`src/rtl/systolic_array_pkg.sv`:
```
// Shared types and default sizing for the systolic array tile scheduler.
// Scheduler state encoding and grid/reduction-depth defaults.
package systolic_array_pkg;

   localparam int SA_ARRAY_N = 4;
   localparam int SA_K_MAX   = 64;
   localparam int SA_SETTLE  = 2;

   typedef enum logic [2:0] {
      IDLE,
      FEED,
      SETTLE,
      DRAIN,
      DONE
   } sched_state_t;

endpackage

```
`src/rtl/sa_wavefront_scheduler_if.sv`:
```
// Tile-command, feeder, stall and result-walk signals of the scheduler.
// master = command/array side, slave = scheduler.
interface sa_wavefront_scheduler_if #(
   parameter int ARRAY_N = systolic_array_pkg::SA_ARRAY_N,
   parameter int K_MAX   = systolic_array_pkg::SA_K_MAX
);
   import systolic_array_pkg::*;

   localparam int KW = $clog2(K_MAX + 1);
   localparam int TW = $clog2(K_MAX + 2 * ARRAY_N);
   localparam int RW = (ARRAY_N > 1) ? $clog2(ARRAY_N) : 1;

   logic               cmd_valid;
   logic               cmd_ready;
   logic [KW-1:0]      cmd_k;
   logic               acc_clr;
   logic               feed_en;
   logic [TW-1:0]      feed_step;
   logic [ARRAY_N-1:0] row_start;
   logic [ARRAY_N-1:0] col_start;
   logic               pe_stall_any;
   logic               res_valid;
   logic               res_ready;
   logic [RW-1:0]      res_row;
   logic               busy;
   logic               done;
   logic [31:0]        perf_stall_cyc;

   modport master (
      output cmd_valid, cmd_k, pe_stall_any, res_ready,
      input  cmd_ready, acc_clr, feed_en, feed_step,
      input  row_start, col_start, res_valid, res_row,
      input  busy, done, perf_stall_cyc
   );

   modport slave (
      input  cmd_valid, cmd_k, pe_stall_any, res_ready,
      output cmd_ready, acc_clr, feed_en, feed_step,
      output row_start, col_start, res_valid, res_row,
      output busy, done, perf_stall_cyc
   );

endinterface

```
`src/rtl/sa_wavefront_scheduler_mask.sv`:
```
// Skewed input_start mask: lane i is active while i <= t < i+K.
// Pure combinational, one instance per feeder direction.
module sa_skew_mask #(
   parameter int ARRAY_N = systolic_array_pkg::SA_ARRAY_N,
   parameter int TW      = 7,
   parameter int KW      = 7
) (
   input  logic [TW-1:0]      t,
   input  logic [KW-1:0]      k,
   input  logic               en,
   output logic [ARRAY_N-1:0] mask
);
   import systolic_array_pkg::*;

   // One extra bit so i+K never wraps.
   localparam int EW = TW + 1;

   logic [EW-1:0] te;
   logic [EW-1:0] lo;
   logic [EW-1:0] hi;

   assign te = EW'(t);

   always_comb begin
      mask = '0;
      lo   = '0;
      hi   = '0;
      for (int i = 0; i < ARRAY_N; i++) begin
         lo      = EW'(i);
         hi      = lo + EW'(k);
         mask[i] = en && (te >= lo) && (te < hi);
      end
   end

endmodule

```
`src/rtl/sa_wavefront_scheduler.sv`:
```
// Wavefront scheduler: feeds one tile through the PE grid, settles, drains rows.
// Define SA_PERF_CNT_EN to enable the perf_stall_cyc stall counter.
module sa_wavefront_scheduler #(
   parameter int ARRAY_N = systolic_array_pkg::SA_ARRAY_N,
   parameter int K_MAX   = systolic_array_pkg::SA_K_MAX,
   parameter int SETTLE  = systolic_array_pkg::SA_SETTLE
) (
   input  logic                   clk,
   input  logic                   n_rst,
   sa_wavefront_scheduler_if.slave bus
);
   import systolic_array_pkg::*;

   localparam int KW    = $clog2(K_MAX + 1);
   localparam int TW    = $clog2(K_MAX + 2 * ARRAY_N);
   localparam int RW    = (ARRAY_N > 1) ? $clog2(ARRAY_N) : 1;
   localparam int SET_N = (SETTLE < 1) ? 1 : SETTLE;
   localparam int SW    = $clog2(SET_N + 1);

   localparam logic [KW-1:0] KMAX_V   = KW'(K_MAX);
   localparam logic [TW-1:0] SKEW     = TW'(2 * ARRAY_N - 2);
   localparam logic [RW-1:0] LAST_ROW = RW'(ARRAY_N - 1);
   localparam logic [SW-1:0] LAST_SET = SW'(SET_N - 1);

   sched_state_t  state, nxt;
   logic [TW-1:0] t_q, t_n;
   logic [KW-1:0] k_q, k_n;
   logic [SW-1:0] cnt_q, cnt_n;
   logic [RW-1:0] row_q, row_n;
   logic          ready_q;
   logic          busy_q;
   logic          done_q;
   logic          valid_q;

   logic          accept;
   logic          feed_en;
   logic [KW-1:0] k_in;
   logic [TW-1:0] last_t;

   always_comb begin
      accept  = (state == IDLE) && ready_q && bus.cmd_valid;
      feed_en = (state == FEED) && !bus.pe_stall_any;
      k_in    = (bus.cmd_k > KMAX_V) ? KMAX_V : bus.cmd_k;
      last_t  = TW'(k_q) + SKEW - TW'(1);
      nxt     = state;
      t_n     = t_q;
      k_n     = k_q;
      cnt_n   = cnt_q;
      row_n   = row_q;
      unique case (state)
         IDLE: begin
            if (accept) begin
               k_n = k_in;
               t_n = '0;
               nxt = (k_in == '0) ? DONE : FEED;
            end
         end
         FEED: begin
            if (feed_en) begin
               if (t_q == last_t) begin
                  nxt   = systolic_array_pkg::SETTLE;
                  cnt_n = '0;
               end else begin
                  t_n = t_q + TW'(1);
               end
            end
         end
         systolic_array_pkg::SETTLE: begin
            // Any stall restarts the quiet-cycle count.
            if (bus.pe_stall_any) begin
               cnt_n = '0;
            end else if (cnt_q == LAST_SET) begin
               nxt   = DRAIN;
               row_n = '0;
            end else begin
               cnt_n = cnt_q + SW'(1);
            end
         end
         DRAIN: begin
            if (bus.res_ready) begin
               if (row_q == LAST_ROW) begin
                  nxt = DONE;
               end else begin
                  row_n = row_q + RW'(1);
               end
            end
         end
         DONE: begin
            nxt = IDLE;
            t_n = '0;
         end
         default: nxt = IDLE;
      endcase
   end

   // Registered outputs track the state being entered.
   always_ff @(posedge clk or negedge n_rst) begin
      if (!n_rst) begin
         state   <= IDLE;
         t_q     <= '0;
         k_q     <= '0;
         cnt_q   <= '0;
         row_q   <= '0;
         ready_q <= 1'b0;
         busy_q  <= 1'b0;
         done_q  <= 1'b0;
         valid_q <= 1'b0;
      end else begin
         state   <= nxt;
         t_q     <= t_n;
         k_q     <= k_n;
         cnt_q   <= cnt_n;
         row_q   <= row_n;
         ready_q <= (nxt == IDLE);
         busy_q  <= (nxt != IDLE);
         done_q  <= (nxt == DONE);
         valid_q <= (nxt == DRAIN);
      end
   end

   sa_skew_mask #(
      .ARRAY_N (ARRAY_N),
      .TW      (TW),
      .KW      (KW)
   ) u_row_mask (
      .t    (t_q),
      .k    (k_q),
      .en   (feed_en),
      .mask (bus.row_start)
   );

   sa_skew_mask #(
      .ARRAY_N (ARRAY_N),
      .TW      (TW),
      .KW      (KW)
   ) u_col_mask (
      .t    (t_q),
      .k    (k_q),
      .en   (feed_en),
      .mask (bus.col_start)
   );

`ifdef SA_PERF_CNT_EN
   logic [31:0] perf_q;

   always_ff @(posedge clk or negedge n_rst) begin
      if (!n_rst) begin
         perf_q <= '0;
      end else if (accept) begin
         perf_q <= '0;
      end else if ((state == FEED) && bus.pe_stall_any
                   && (perf_q != '1)) begin
         perf_q <= perf_q + 32'd1;
      end
   end

   assign bus.perf_stall_cyc = perf_q;
`else
   assign bus.perf_stall_cyc = '0;
`endif

   assign bus.cmd_ready = ready_q;
   assign bus.acc_clr   = accept;
   assign bus.feed_en   = feed_en;
   assign bus.feed_step = t_q;
   assign bus.res_valid = valid_q;
   assign bus.res_row   = row_q;
   assign bus.busy      = busy_q;
   assign bus.done      = done_q;

endmodule

```
`src/flat_wrapper.sv`:
```
// flat-port wrapper written by rule: the top's interface ports become plain ports
module sa_wavefront_scheduler_flat import systolic_array_pkg::*;
#(
   parameter int ARRAY_N = systolic_array_pkg::SA_ARRAY_N,
   parameter int K_MAX   = systolic_array_pkg::SA_K_MAX,
   parameter int SETTLE  = systolic_array_pkg::SA_SETTLE
)
  (clk, n_rst, bus_cmd_valid, bus_cmd_k, bus_pe_stall_any, bus_res_ready, bus_cmd_ready, bus_acc_clr, bus_feed_en, bus_feed_step, bus_row_start, bus_col_start, bus_res_valid, bus_res_row, bus_busy, bus_done, bus_perf_stall_cyc);
  sa_wavefront_scheduler_if #(.ARRAY_N(ARRAY_N), .K_MAX(K_MAX)) bus_i ();
  input  logic clk;
  input  logic n_rst;
  input wire logic [$bits(bus_i.cmd_valid)-1:0] bus_cmd_valid;
  input wire logic [$bits(bus_i.cmd_k)-1:0] bus_cmd_k;
  input wire logic [$bits(bus_i.pe_stall_any)-1:0] bus_pe_stall_any;
  input wire logic [$bits(bus_i.res_ready)-1:0] bus_res_ready;
  output wire logic [$bits(bus_i.cmd_ready)-1:0] bus_cmd_ready;
  output wire logic [$bits(bus_i.acc_clr)-1:0] bus_acc_clr;
  output wire logic [$bits(bus_i.feed_en)-1:0] bus_feed_en;
  output wire logic [$bits(bus_i.feed_step)-1:0] bus_feed_step;
  output wire logic [$bits(bus_i.row_start)-1:0] bus_row_start;
  output wire logic [$bits(bus_i.col_start)-1:0] bus_col_start;
  output wire logic [$bits(bus_i.res_valid)-1:0] bus_res_valid;
  output wire logic [$bits(bus_i.res_row)-1:0] bus_res_row;
  output wire logic [$bits(bus_i.busy)-1:0] bus_busy;
  output wire logic [$bits(bus_i.done)-1:0] bus_done;
  output wire logic [$bits(bus_i.perf_stall_cyc)-1:0] bus_perf_stall_cyc;
  assign bus_i.cmd_valid = bus_cmd_valid;
  assign bus_i.cmd_k = bus_cmd_k;
  assign bus_i.pe_stall_any = bus_pe_stall_any;
  assign bus_i.res_ready = bus_res_ready;
  assign bus_cmd_ready = bus_i.cmd_ready;
  assign bus_acc_clr = bus_i.acc_clr;
  assign bus_feed_en = bus_i.feed_en;
  assign bus_feed_step = bus_i.feed_step;
  assign bus_row_start = bus_i.row_start;
  assign bus_col_start = bus_i.col_start;
  assign bus_res_valid = bus_i.res_valid;
  assign bus_res_row = bus_i.res_row;
  assign bus_busy = bus_i.busy;
  assign bus_done = bus_i.done;
  assign bus_perf_stall_cyc = bus_i.perf_stall_cyc;
  sa_wavefront_scheduler #(.ARRAY_N(ARRAY_N), .K_MAX(K_MAX), .SETTLE(SETTLE)) u_core (.clk(clk), .n_rst(n_rst), .bus(bus_i));
endmodule
```
`config.mk`:
```
export PLATFORM = sky130hd
export DESIGN_NAME = sa_wavefront_scheduler_flat
export DESIGN_NICKNAME = d
export VERILOG_FILES = /design/src/rtl/systolic_array_pkg.sv /design/src/rtl/sa_wavefront_scheduler_if.sv /design/src/rtl/sa_wavefront_scheduler_mask.sv /design/src/rtl/sa_wavefront_scheduler.sv /design/src/flat_wrapper.sv
export SDC_FILE = /design/constraint.sdc
export NUM_CORES = 1
export LEC_CHECK = 0
export ABC_CLOCK_PERIOD_IN_PS = 7640
export CAP_MARGIN = 20
export CORE_AREA = 8 8 112 135
export CTS_CLUSTER_SIZE = 8
export DETAILED_ROUTE_END_ITERATION = 12
export DIE_AREA = 0 0 120 143
export DONT_BUFFER_PORTS = 1
export HOLD_SLACK_MARGIN = 0.1
export PLACE_DENSITY_LB_ADDON = 0.3
export SKIP_LAST_GASP = 1
export SLEW_MARGIN = 10
export SYNTH_ARGS = -nofsm -noshare
export SYNTH_HDL_FRONTEND = slang
export SYNTH_HIERARCHICAL = 1
export SYNTH_SLANG_ARGS = --single-unit
```
`constraint.sdc`:
```
create_clock -name clk -period 7.64 [get_ports clk]
set_input_delay 1.146 -clock clk [delete_from_list [all_inputs] [get_ports clk]]
set_output_delay 1.146 -clock clk [all_outputs]
set_load 0.005 [all_outputs]
```
==> metrics.cfg <==
[sta]
rsz0062_at_grt=no
slew_violations=0
setup_violations=0
finalClockSkew_ps=2.74
hold_violations=0
fin_crit_ps=4060
worstMarginPinSlew_ps=904
tns_ps=0
slew_headroom_pct=39.8
min_period_over_period_pct=53.1
timing.hold.ws_ps=533
fmax_mhz=246

[die]
rows=46
num_io_pins=67
initial_utilization_pct=26.4
die_x_um=120
die_y_um=143
die_area_um2=17200
core_area_um2=12900

[clock_tree]
ctsHoldBuffers=0
h-tree-depth=1
clockBufferDepth=2
cts_resized=0
cts_sinks=25
clockRootBuffer=clkbuf_16
clkTransAtPathRegs_ps=60
clk_latency_ps=260
cts_setup_buffers=0
cts_tree=yes
numCtsBuffers=3

[setup_path]
crit_arrival_ps=2910
reg2reg_depth=7
critPathCaptureType=primary output
critPathLaunchType=flip-flop
crit_type=reg2out
r2r_slack_ps=4960
path_max_fanout=18
r2r_start=u_core/k_q[0]
crit_required_ps=6490
worstSetupStartpoint=u_core/k_q[2]
r2r_end=u_core/bus.feed_step[0]

[logic_synthesis]
dominantRegCellSynth=dfrtp_1
async_flop_share_pct=100
syn_inst=409
synth-edff-count=0
yosys.area_share.simple_pct=20.4
synth_mux_area_share_pct=1.21
ys_seq_elements=25
synth-compound-area-share_pct=16.9
yosys.area_share.xor_xnor_pct=9.48
syn_area_um2=3420
synthAdderAreaFrac_pct=22.0
synth_top_family_by_area=adder cells
syn_avg_cell_area_um2=8.36
ys_types=58
yosys_warnings=6
yosysSeqAreaShare_pct=18.3

[detailed_routing]
avgViaCountPerCell=4.94
drc=0
first_pass_iters=4
vias=2840
antenna_left=0
wire_per_inst_um=16.2
drtIter0Drc=106
totalWireLength_um=9300

[global_routing]
grt_first_pass_wirelength_um=15100
met3_usage_pct=2.45
grt_max_degree=26
busiest_layer=met2
grt_overflow=0
use_met2_pct=18.1
use_met1_pct=13.5
antenna_found_initial=0
grt_pass1_vias=2960
track_usage_pct=10.6

[finish]
finalNonFillerCells=575
drive_gt1_share_pct=4.18
final_common_cell=ha_1
final_cell_mix=ha_1, nand2_1, xnor2_1, conb_1, dfrtp_1
n_antenna_cell=0
area_growth_pct=3.62
fillers=1407
fin_util_pct=27.4
post-route-cell-area_um2=3540
final_nets=480

[place]
gp_congestion=0.844
dpl.cell_count=571
placed_area_um2=3460
dp.final_hpwl_um=6910
port_buffers=0

[pwr]
cellLeakagePower_nw=1.58
vdd_drop_max_v=0.000119
powerDensity_nw_per_um2=363

[min_path]
min_from=u_core/cnt_q[1]
hp-class=reg2reg
hold_depth=1
whs_endpoint=u_core/cnt_q[1]

[job]
maxCapViolCount=0

[run_status]
outcome=finished clean

-- cell type report --
cell class              count  area, um2  share of cell area (%)
inverters                  29        114                    3.21
clock buffers               3       75.1                    2.12
clock inverters             1       5.00                   0.141
well taps                 168        210                    5.93
multi-input cells         349       2510                    70.9
flip-flops and latches     25        626                    17.7
-- how the worst max path moves through the flow --
| stage | end | depth (start not counted) |
|---|---|---|
| final | bus_col_start[3] | 8 |
| after global routing | bus_col_start[3] | 9 |
| after CTS | bus_col_start[3] | 8 |
| after detailed placement | bus_col_start[3] | 8 |
| after global placement | bus_col_start[3] | 8 |
| after floorplan | bus_col_start[3] | 8 |
-- sequential cells by signal, indices dropped and copies added (netlist names) --
signal,cells
u_core/state,3
u_core/bus.done,1
u_core/cnt_q,2
u_core/bus.cmd_ready,1
u_core/k_q,7
u_core/bus.busy,1
u_core/bus.res_valid,1
u_core/bus.feed_step,7
u_core/bus.res_row,2
-- power breakdown --
part,internal [mW],switching (mW)
combinational,0.373,0.437
clock,0.0705,0.0460
sequential,0.177,0.184
-- Yosys cell counts (4+ instances only) --
master    number  share of area, %
ha_1          60                22
nand2_1       46               5.1
buf_4         32               7.0
xnor2_1       32               8.2
dfrtp_1       25                18
inv_1         22               2.4
a21oi_1       17               2.5
nor2_1        17               1.9
o21ai_0       12               1.8
nand3b_1      10               2.2
nand4_1       10               1.8
nand2b_1       9               1.6
nor3_1         9               1.3
nand3_1        8               1.2
o211ai_1       7               1.5
a21o_1         6               1.3
o21ai_1        6              0.88
a31oi_1        5              0.92
nor4_1         5              0.92
xor2_1         5               1.3
a211oi_1       4              0.88
inv_2          4              0.44
o22ai_1        4              0.73
-- logic make-up after synthesis --
logic type | count (synthesis)
buffers and inverters | 66
adder cells (fa/ha/maj) | 60
other | 1
AND/OR/NAND/NOR | 129
XOR/XNOR | 37
flip-flops | 25
multiplexers | 4
AO/OA/AOI/OAI | 87
-- critical path, cell delays in order (launching register included) --
cell	delay [ps]
dfrtp_1	800
ha_1	420
a21oi_1	130
xnor2_1	230
ha_1	270
a211oi_1	230
nor2_1	70
nor4_1	250
o211a_1	230
-- per-stage QoR --
stage | total power, mW | setup WS (ps)
2_1_floorplan | 0.968 | 4260
3_3_place_gp | 1.14 | 3980
3_5_place_dp | 1.18 | 3890
4_1_cts | 1.30 | 3590
5_1_grt | 1.43 | 3400
6_report | 1.29 | 3580
-- layer usage --
layer	up-vias	share of wire, %
met4	0	0.75
li1	1403	-
met3	8	5.9
met2	64	47
met1	1365	46
met5	-	0
No activity file was read; power rests on OpenSTA's default activity.
